[config.mk]
export PLATFORM = sky130hd
export DESIGN_NAME = svdb_reg_bank
export DESIGN_NICKNAME = d
export VERILOG_FILES = /design/src/rtl/svdb_reg_pkg.sv /design/src/rtl/svdb_reg_match.sv /design/src/rtl/svdb_reg_bank.sv
export SDC_FILE = /design/constraint.sdc
export NUM_CORES = 2
export LEC_CHECK = 0
export BUFFER_PORTS_ARGS = -buffer_cell sky130_fd_sc_hd__buf_4
export CAP_MARGIN = 40
export CORE_ASPECT_RATIO = 1.25
export CORE_MARGIN = 1
export CORE_UTILIZATION = 45
export DETAILED_ROUTE_END_ITERATION = 12
export HOLD_SLACK_MARGIN = 0.12
export PLACE_DENSITY = 0.63
export SLEW_MARGIN = 20
export SYNTH_ARGS = -nofsm -noshare
export SYNTH_HDL_FRONTEND = slang
export SYNTH_SLANG_ARGS = --single-unit
[constraint.sdc]
create_clock -name clk_i -period 19.35 [get_ports clk_i]
set_input_delay 3.87 -clock clk_i [delete_from_list [all_inputs] [get_ports clk_i]]
set_output_delay 3.87 -clock clk_i [all_outputs]
set_load 0.02 [all_outputs]
[src/rtl/svdb_reg_pkg.sv]
// rtl/svdb_reg_pkg.sv - shared types, widths and size-to-mask helper for the svdb register bank
package svdb_reg_pkg;

    localparam int REG_ADDR_W = 16;
    localparam int REG_DATA_W = 32;
    localparam int REG_SIZE_W = $clog2(REG_DATA_W) + 1;

    typedef enum logic [1:0] {
        ACC_RO  = 2'd0,
        ACC_RW  = 2'd1,
        ACC_WO  = 2'd2,
        ACC_W1C = 2'd3
    } access_e;

    typedef enum logic {
        LOAD   = 1'b0,
        ACTIVE = 1'b1
    } state_e;

    // One stored row of the register table; the mask is precomputed at load time
    typedef struct packed {
        logic [REG_ADDR_W-1:0] addr;
        logic [REG_SIZE_W-1:0] size;
        access_e               access;
        logic [REG_DATA_W-1:0] mask;
    } reg_desc_t;

    // Low `size` bits set; sizes at or above the data width give all ones
    function automatic logic [REG_DATA_W-1:0] size_to_mask(input logic [REG_SIZE_W-1:0] size);
        logic [REG_DATA_W-1:0] m;
        for (int i = 0; i < REG_DATA_W; i++) begin
            m[i] = (i < int'(size));
        end
        return m;
    endfunction

endpackage

[src/rtl/svdb_reg_match.sv]
// rtl/svdb_reg_match.sv - parallel address comparator returning hit flag and lowest matching index
module svdb_reg_match #(
    parameter int N      = 16,
    parameter int ADDR_W = 16,
    parameter int IDX_W  = (N > 1) ? $clog2(N) : 1
) (
    input  logic [ADDR_W-1:0]         key_i,
    input  logic [N-1:0][ADDR_W-1:0]  entry_addr_i,
    input  logic [N-1:0]              entry_vld_i,
    output logic                      hit_o,
    output logic [IDX_W-1:0]          idx_o
);

    // Scan from the top so the lowest matching valid entry wins
    always_comb begin
        hit_o = 1'b0;
        idx_o = '0;
        for (int i = N - 1; i >= 0; i--) begin
            if (entry_vld_i[i] && (entry_addr_i[i] == key_i)) begin
                hit_o = 1'b1;
                idx_o = IDX_W'(i);
            end
        end
    end

endmodule

[src/rtl/svdb_reg_bank.sv]
// rtl/svdb_reg_bank.sv - descriptor-loaded register bank with single-beat bus; SVDB_REG_HW_SET_EN adds a hardware W1C set port
module svdb_reg_bank
    import svdb_reg_pkg::*;
#(
    parameter int N_REGS = 16,
    parameter int ADDR_W = REG_ADDR_W,
    parameter int DATA_W = REG_DATA_W
) (
    input  logic                        clk_i,
    input  logic                        rst_i,
    input  logic                        cfg_valid_i,
    output logic                        cfg_ready_o,
    input  logic                        cfg_last_i,
    input  logic [ADDR_W-1:0]           cfg_addr_i,
    input  logic [$clog2(DATA_W):0]     cfg_size_i,
    input  logic [1:0]                  cfg_access_i,
    input  logic [DATA_W-1:0]           cfg_reset_i,
    output logic                        cfg_err_o,
    output logic [$clog2(N_REGS+1)-1:0] cfg_count_o,
    output logic                        ready_o,
    input  logic                        reload_i,
`ifdef SVDB_REG_HW_SET_EN
    input  logic                        hw_set_valid_i,
    input  logic [$clog2(N_REGS)-1:0]   hw_set_idx_i,
    input  logic [DATA_W-1:0]           hw_set_data_i,
`endif
    input  logic                        bus_req_i,
    input  logic                        bus_we_i,
    input  logic [ADDR_W-1:0]           bus_addr_i,
    input  logic [DATA_W-1:0]           bus_wdata_i,
    output logic                        bus_rvalid_o,
    output logic [DATA_W-1:0]           bus_rdata_o,
    output logic                        bus_err_o
);

    // The descriptor struct is sized by the package widths, which match the default parameters
    localparam int CNT_W = $clog2(N_REGS + 1);
    localparam int IDX_W = $clog2(N_REGS);

    state_e             state_q, state_d;
    logic [CNT_W-1:0]   count_q, count_d;
    logic               cfg_err_q, cfg_err_d;
    logic               rvalid_q, rvalid_d;
    logic [DATA_W-1:0]  rdata_q, rdata_d;
    logic               err_q, err_d;
    reg_desc_t          desc_q [N_REGS];
    reg_desc_t          desc_d [N_REGS];
    logic [DATA_W-1:0]  val_q [N_REGS];
    logic [DATA_W-1:0]  val_d [N_REGS];

    logic [ADDR_W-1:0]              key;
    logic [N_REGS-1:0][ADDR_W-1:0]  entry_addr;
    logic [N_REGS-1:0]              entry_vld;
    logic                           hit;
    logic [IDX_W-1:0]               hit_idx;
    reg_desc_t                      new_desc;
    logic                           reject;
    logic [DATA_W-1:0]              wmask;

    // One comparator serves both phases: duplicate check while loading, bus lookup once active
    assign key = (state_q == LOAD) ? cfg_addr_i : bus_addr_i;

    // Entries are packed from index 0, so validity is simply index < count
    always_comb begin
        entry_addr = '0;
        entry_vld  = '0;
        for (int i = 0; i < N_REGS; i++) begin
            entry_addr[i] = desc_q[i].addr;
            entry_vld[i]  = (i < int'(count_q));
        end
    end

    svdb_reg_match #(
        .N      (N_REGS),
        .ADDR_W (ADDR_W),
        .IDX_W  (IDX_W)
    ) u_match (
        .key_i        (key),
        .entry_addr_i (entry_addr),
        .entry_vld_i  (entry_vld),
        .hit_o        (hit),
        .idx_o        (hit_idx)
    );

    // Next-state logic: descriptor loading, bus access policy, optional hardware set, reload
    always_comb begin
        state_d   = state_q;
        count_d   = count_q;
        cfg_err_d = cfg_err_q;
        desc_d    = desc_q;
        val_d     = val_q;
        rvalid_d  = 1'b0;
        rdata_d   = '0;
        err_d     = 1'b0;

        new_desc.addr   = cfg_addr_i;
        new_desc.size   = cfg_size_i;
        new_desc.access = access_e'(cfg_access_i);
        new_desc.mask   = size_to_mask(cfg_size_i);

        reject = (cfg_size_i == '0) || (int'(cfg_size_i) > DATA_W) || hit
                 || (int'(count_q) == N_REGS);
        wmask  = bus_wdata_i & desc_q[hit_idx].mask;

        if (state_q == LOAD) begin
            if (reload_i) begin
                count_d   = '0;
                cfg_err_d = 1'b0;
            end else if (cfg_valid_i) begin
                if (reject) begin
                    cfg_err_d = 1'b1;
                end else begin
                    desc_d[count_q[IDX_W-1:0]] = new_desc;
                    val_d[count_q[IDX_W-1:0]]  = cfg_reset_i & new_desc.mask;
                    count_d                    = count_q + CNT_W'(1);
                end
                // A rejected final row still closes the table
                if (cfg_last_i) begin
                    state_d = ACTIVE;
                end
            end
            if (bus_req_i) begin
                rvalid_d = 1'b1;
                err_d    = 1'b1;
            end
        end else begin
            if (bus_req_i) begin
                rvalid_d = 1'b1;
                if (reload_i || !hit) begin
                    err_d = 1'b1;
                end else if (bus_we_i) begin
                    case (desc_q[hit_idx].access)
                        ACC_RO:         err_d = 1'b1;
                        ACC_RW, ACC_WO: val_d[hit_idx] = wmask;
                        ACC_W1C:        val_d[hit_idx] = val_q[hit_idx] & ~wmask;
                    endcase
                end else if (desc_q[hit_idx].access == ACC_WO) begin
                    err_d = 1'b1;
                end else begin
                    rdata_d = val_q[hit_idx];
                end
            end
`ifdef SVDB_REG_HW_SET_EN
            // Applied on top of any bus clear this cycle so freshly set bits survive
            if (hw_set_valid_i && !reload_i && (int'(hw_set_idx_i) < int'(count_q))
                && (desc_q[hw_set_idx_i].access == ACC_W1C)) begin
                val_d[hw_set_idx_i] = val_d[hw_set_idx_i]
                                      | (hw_set_data_i & desc_q[hw_set_idx_i].mask);
            end
`endif
            if (reload_i) begin
                state_d   = LOAD;
                count_d   = '0;
                cfg_err_d = 1'b0;
            end
        end
    end

    // Control state and bus response registers, cleared by reset
    always_ff @(posedge clk_i) begin
        if (rst_i) begin
            state_q   <= LOAD;
            count_q   <= '0;
            cfg_err_q <= 1'b0;
            rvalid_q  <= 1'b0;
            rdata_q   <= '0;
            err_q     <= 1'b0;
        end else begin
            state_q   <= state_d;
            count_q   <= count_d;
            cfg_err_q <= cfg_err_d;
            rvalid_q  <= rvalid_d;
            rdata_q   <= rdata_d;
            err_q     <= err_d;
        end
    end

    // Descriptor and value storage; contents beyond count are never observed, so no reset
    always_ff @(posedge clk_i) begin
        desc_q <= desc_d;
        val_q  <= val_d;
    end

    assign cfg_ready_o  = (state_q == LOAD);
    assign ready_o      = (state_q == ACTIVE);
    assign cfg_err_o    = cfg_err_q;
    assign cfg_count_o  = count_q;
    assign bus_rvalid_o = rvalid_q;
    assign bus_rdata_o  = rdata_q;
    assign bus_err_o    = err_q;

endmodule

==> run metrics <==
most instantiated library cell after synthesis=edfxtp_1; worst slew pin tran=1.15 ns; DIE HEIGHT=430 µm; clock tree buffer depth=3; final-report max-slew violation count=0; Yosys warnings=0; Nets=5823; Fin Clk Skew=0.0439 ns; Top-Level Pins=153; fillers=12631; main flop type after synthesis=edfxtp_1; Core Area=145000 µm²; R2R depth=25; clock latency on the worst-skew pair=0.83 ns; GRT overflow=0; slowest stage delay, CP=0.70 ns; Mapped Cells=5557; Peak supply drop=0.0823 mV; HPWL after DPL=164 mm; leak pwr=23.3 nW; number of port buffers=152; adder-cell share of the synthesized area=0.00133; Cell variety after synth=99; chip width=345 µm; Antenna Nets Post-Route=0; vias per cell=6.72; clock slew at reported path FFs=0.06 ns; Placement Cell Area=70100 µm²; die area=148000 µm²; final setup TNS=0 ns; Vias=51911; post-CTS setup repair buffer count=0; Compound-Gate Fraction of Synth Area=0.143; vias in the first global route=49090; Core Rows=156; CP max-delay cell=buf_4; area leader, netlist=edfxtp_1; Critical Path Sink Type=register; Highest Clock Rate=0.0993 GHz; RSZ-0062 raised after global routing=false; CTS Hold Buffers Added=0; largest net degree at the start of global routing=62; utilization after layout=0.515; post-CTS sizing=0; Hold EP=cfg_err_o$_SDFFE_PP0P_; Iter 0 DRT Violations=8696; WHS Path Cells=2; final wirelength=263 mm; area share of the largest cell type after synthesis=0.596; cell area after synthesis=66100 µm²; Mapped Nets=5675; worst r2r src=ready_o$_SDFF_PP0_; GRT Overall Usage=0.349; crit path DAT=10.58 ns; Post-Synth XOR/XNOR Area=0.0343; Initial Utilization=0.455; CP Cell Sequence=buf_4 -> mux2i_4 -> buf_4 -> xnor2_1 -> nor4_1 -> nand3_1 -> o22ai_1 -> nor4b_1 -> o311a_4 -> buf_12 -> buf_4 -> buf_4 -> buf_12 -> mux2_1 -> a221o_1 -> or3_1 -> o41ai_2 -> buf_4 -> o221ai_1; Slew HR=0.236; R2R Setup Slk=11.22 ns; First-pass DRT Iterations=7; total power=6.25 mW; number of synthesized flops with an enable pin=1312; Worst Path Max Fanout=46; initial antenna violation count=24; post-synthesis mux area share=0.0717; sequential share of the synthesized area=0.609; WS Path Type=in -> reg; synthesis-to-finish area growth=13.2%; first-pass GRT wire length=365 mm; Worst Path Required=19.86 ns; CTS tree=yes; Worst Hold Class=reg -> reg; hold path start=cfg_err_o$_SDFFE_PP0P_; DRC=0; reg2reg end=val_q[308]$_DFFE_PP_; layout cells sized above 1=0.147; Synth area leaders=edfxtp_1, mux2i_1, nor2_1, a21oi_1, xnor2_1; hold violation count in the final report=0; simple logic cell fraction of the synthesized area=0.108; drt wl/cell=34.1 µm; P per Cell Area=83.6 nW/µm²; clk sinks=1353; ys async rst share=0; Startpoint Class=input port; Num CTS Buffers=143; max cap viols=0; H-tree Lvls=4; leading cell types by count after synthesis=edfxtp_1, nor2_1, a21oi_1, o21ai_1; Root Driver=clkbuf_16; cell mode on critical path=buf_4; largest family of logic cells by synthesized area=compound AO/OA/AOI/OAI gates; period utilization=0.520; Tmin final=10.07 ns; post-synthesis register bit count=1353; Hold Slack=0.489 ns; Finish-stage setup viols=0; Syn Area/Cell=11.9 µm²; status=finished, final reports clean; design area=74800 µm²; GPL Wtd Cong=0.940
[logic make-up after synthesis]
| family | count (synthesis) |
|---|---|
| xor gates and xnor gates | 259 |
| AOI/OAI and AO/OA | 1548 |
| DFF | 1353 |
| adders and majority gates | 7 |
| and+or+nand+nor | 1526 |
| muxes | 443 |
| buffers and inverters | 421 |
[where the power goes]
| group | internal (mW) | total, mW | switching (mW) |
|---|---|---|---|
| combinational | 0.0853 | 0.312 | 0.227 |
| sequential | 3.20 | 3.20 | 0.00226 |
| clock | 1.52 | 2.73 | 1.21 |
[layer usage]
layer / up-vias / GRT usage / routed length (µm)
met1: 25235 / 0.435 / 93100
met2: 4149 / 0.530 / 117000
li1: 21384 / - / -
met3: 1105 / 0.108 / 34100
met4: 38 / 0.214 / 19200
met5: - / 0.00265 / 298
[registers in the layout, summed over array words and instances (netlist names)]
signal and count:
ready_o 1, bus_err_o 1, val_q 512, cfg_err_o 1
bus_rdata_o 32, desc_q 800, cfg_count_o 5, bus_rvalid_o 1
[final cells by class]
class	instances	area [µm²]	share of cell area
antenna	8	20.0	0.000268
timing repair buffer	401	3300	0.0442
multi-input combinational	3783	24300	0.324
sequential	1353	40200	0.538
inverter	23	86.3	0.00115
tap	1896	2370	0.0317
clock buffer	182	3810	0.0509
clock inverter	77	709	0.00949
[worst max path at each step]
stage | endpoint | start
2_1_floorplan | val_q[100]$_DFFE_PP_ | bus_addr_i[8]
3_3_place_gp | val_q[501]$_DFFE_PP_ | cfg_addr_i[5]
3_5_place_dp | val_q[300]$_DFFE_PP_ | cfg_addr_i[0]
4_1_cts | val_q[304]$_DFFE_PP_ | cfg_addr_i[0]
5_1_grt | val_q[252]$_DFFE_PP_ | cfg_addr_i[10]
6_report | val_q[494]$_DFFE_PP_ | cfg_addr_i[15]
[stage by stage]
stage          worst slack [ns]  cells
2_1_floorplan              9.21   5557
3_3_place_gp               8.12   7393
3_5_place_dp               8.58   7443
4_1_cts                    9.40   7702
5_1_grt                    8.99   7715
6_report                   9.28   7723
[worst max-delay path: cells and delay by family]
family                    cells  cell delay, ns
AOI/OAI and AO/OA             5            1.53
xor gates and xnor gates      1            0.17
buffers and inverters         7            2.83
muxes                         2            0.53
and+or+nand+nor               4            1.46
[layout by cell type, fill, tap and decap left out, types with 22 or more instances in the layout]
| master | Yosys | layout |
|---|---|---|
| o22a_1 | 25 | 25 |
| o22ai_1 | 104 | 104 |
| o21ai_1 | 400 | 402 |
| nand3_1 | 83 | 77 |
| a22oi_1 | 38 | 38 |
| or3_1 | 40 | 39 |
| clkbuf_16 | 0 | 146 |
| a21oi_1 | 474 | 454 |
| o21ai_0 | 141 | 136 |
| o221ai_1 | 60 | 60 |
| mux2_1 | 32 | 32 |
| inv_1 | 22 | 22 |
| buf_4 | 38 | 350 |
| a221oi_1 | 25 | 25 |
| nor2b_1 | 47 | 47 |
| mux2i_1 | 303 | 298 |
| xnor2_1 | 253 | 253 |
| a221o_1 | 28 | 28 |
| nor2_1 | 642 | 623 |
| dfxtp_1 | 41 | 40 |
| nand2_1 | 303 | 298 |
| a31oi_1 | 48 | 48 |
| nor3_1 | 86 | 83 |
| edfxtp_1 | 1312 | 1312 |
| nand4_1 | 33 | 33 |
| clkbuf_1 | 246 | 34 |
| clkinv_1 | 0 | 29 |
| mux2_2 | 97 | 97 |
| nor4_1 | 84 | 80 |
| and2_1 | 48 | 48 |
| a211o_1 | 25 | 25 |
| and3_1 | 72 | 63 |
Power figures use the tool's default switching activity.
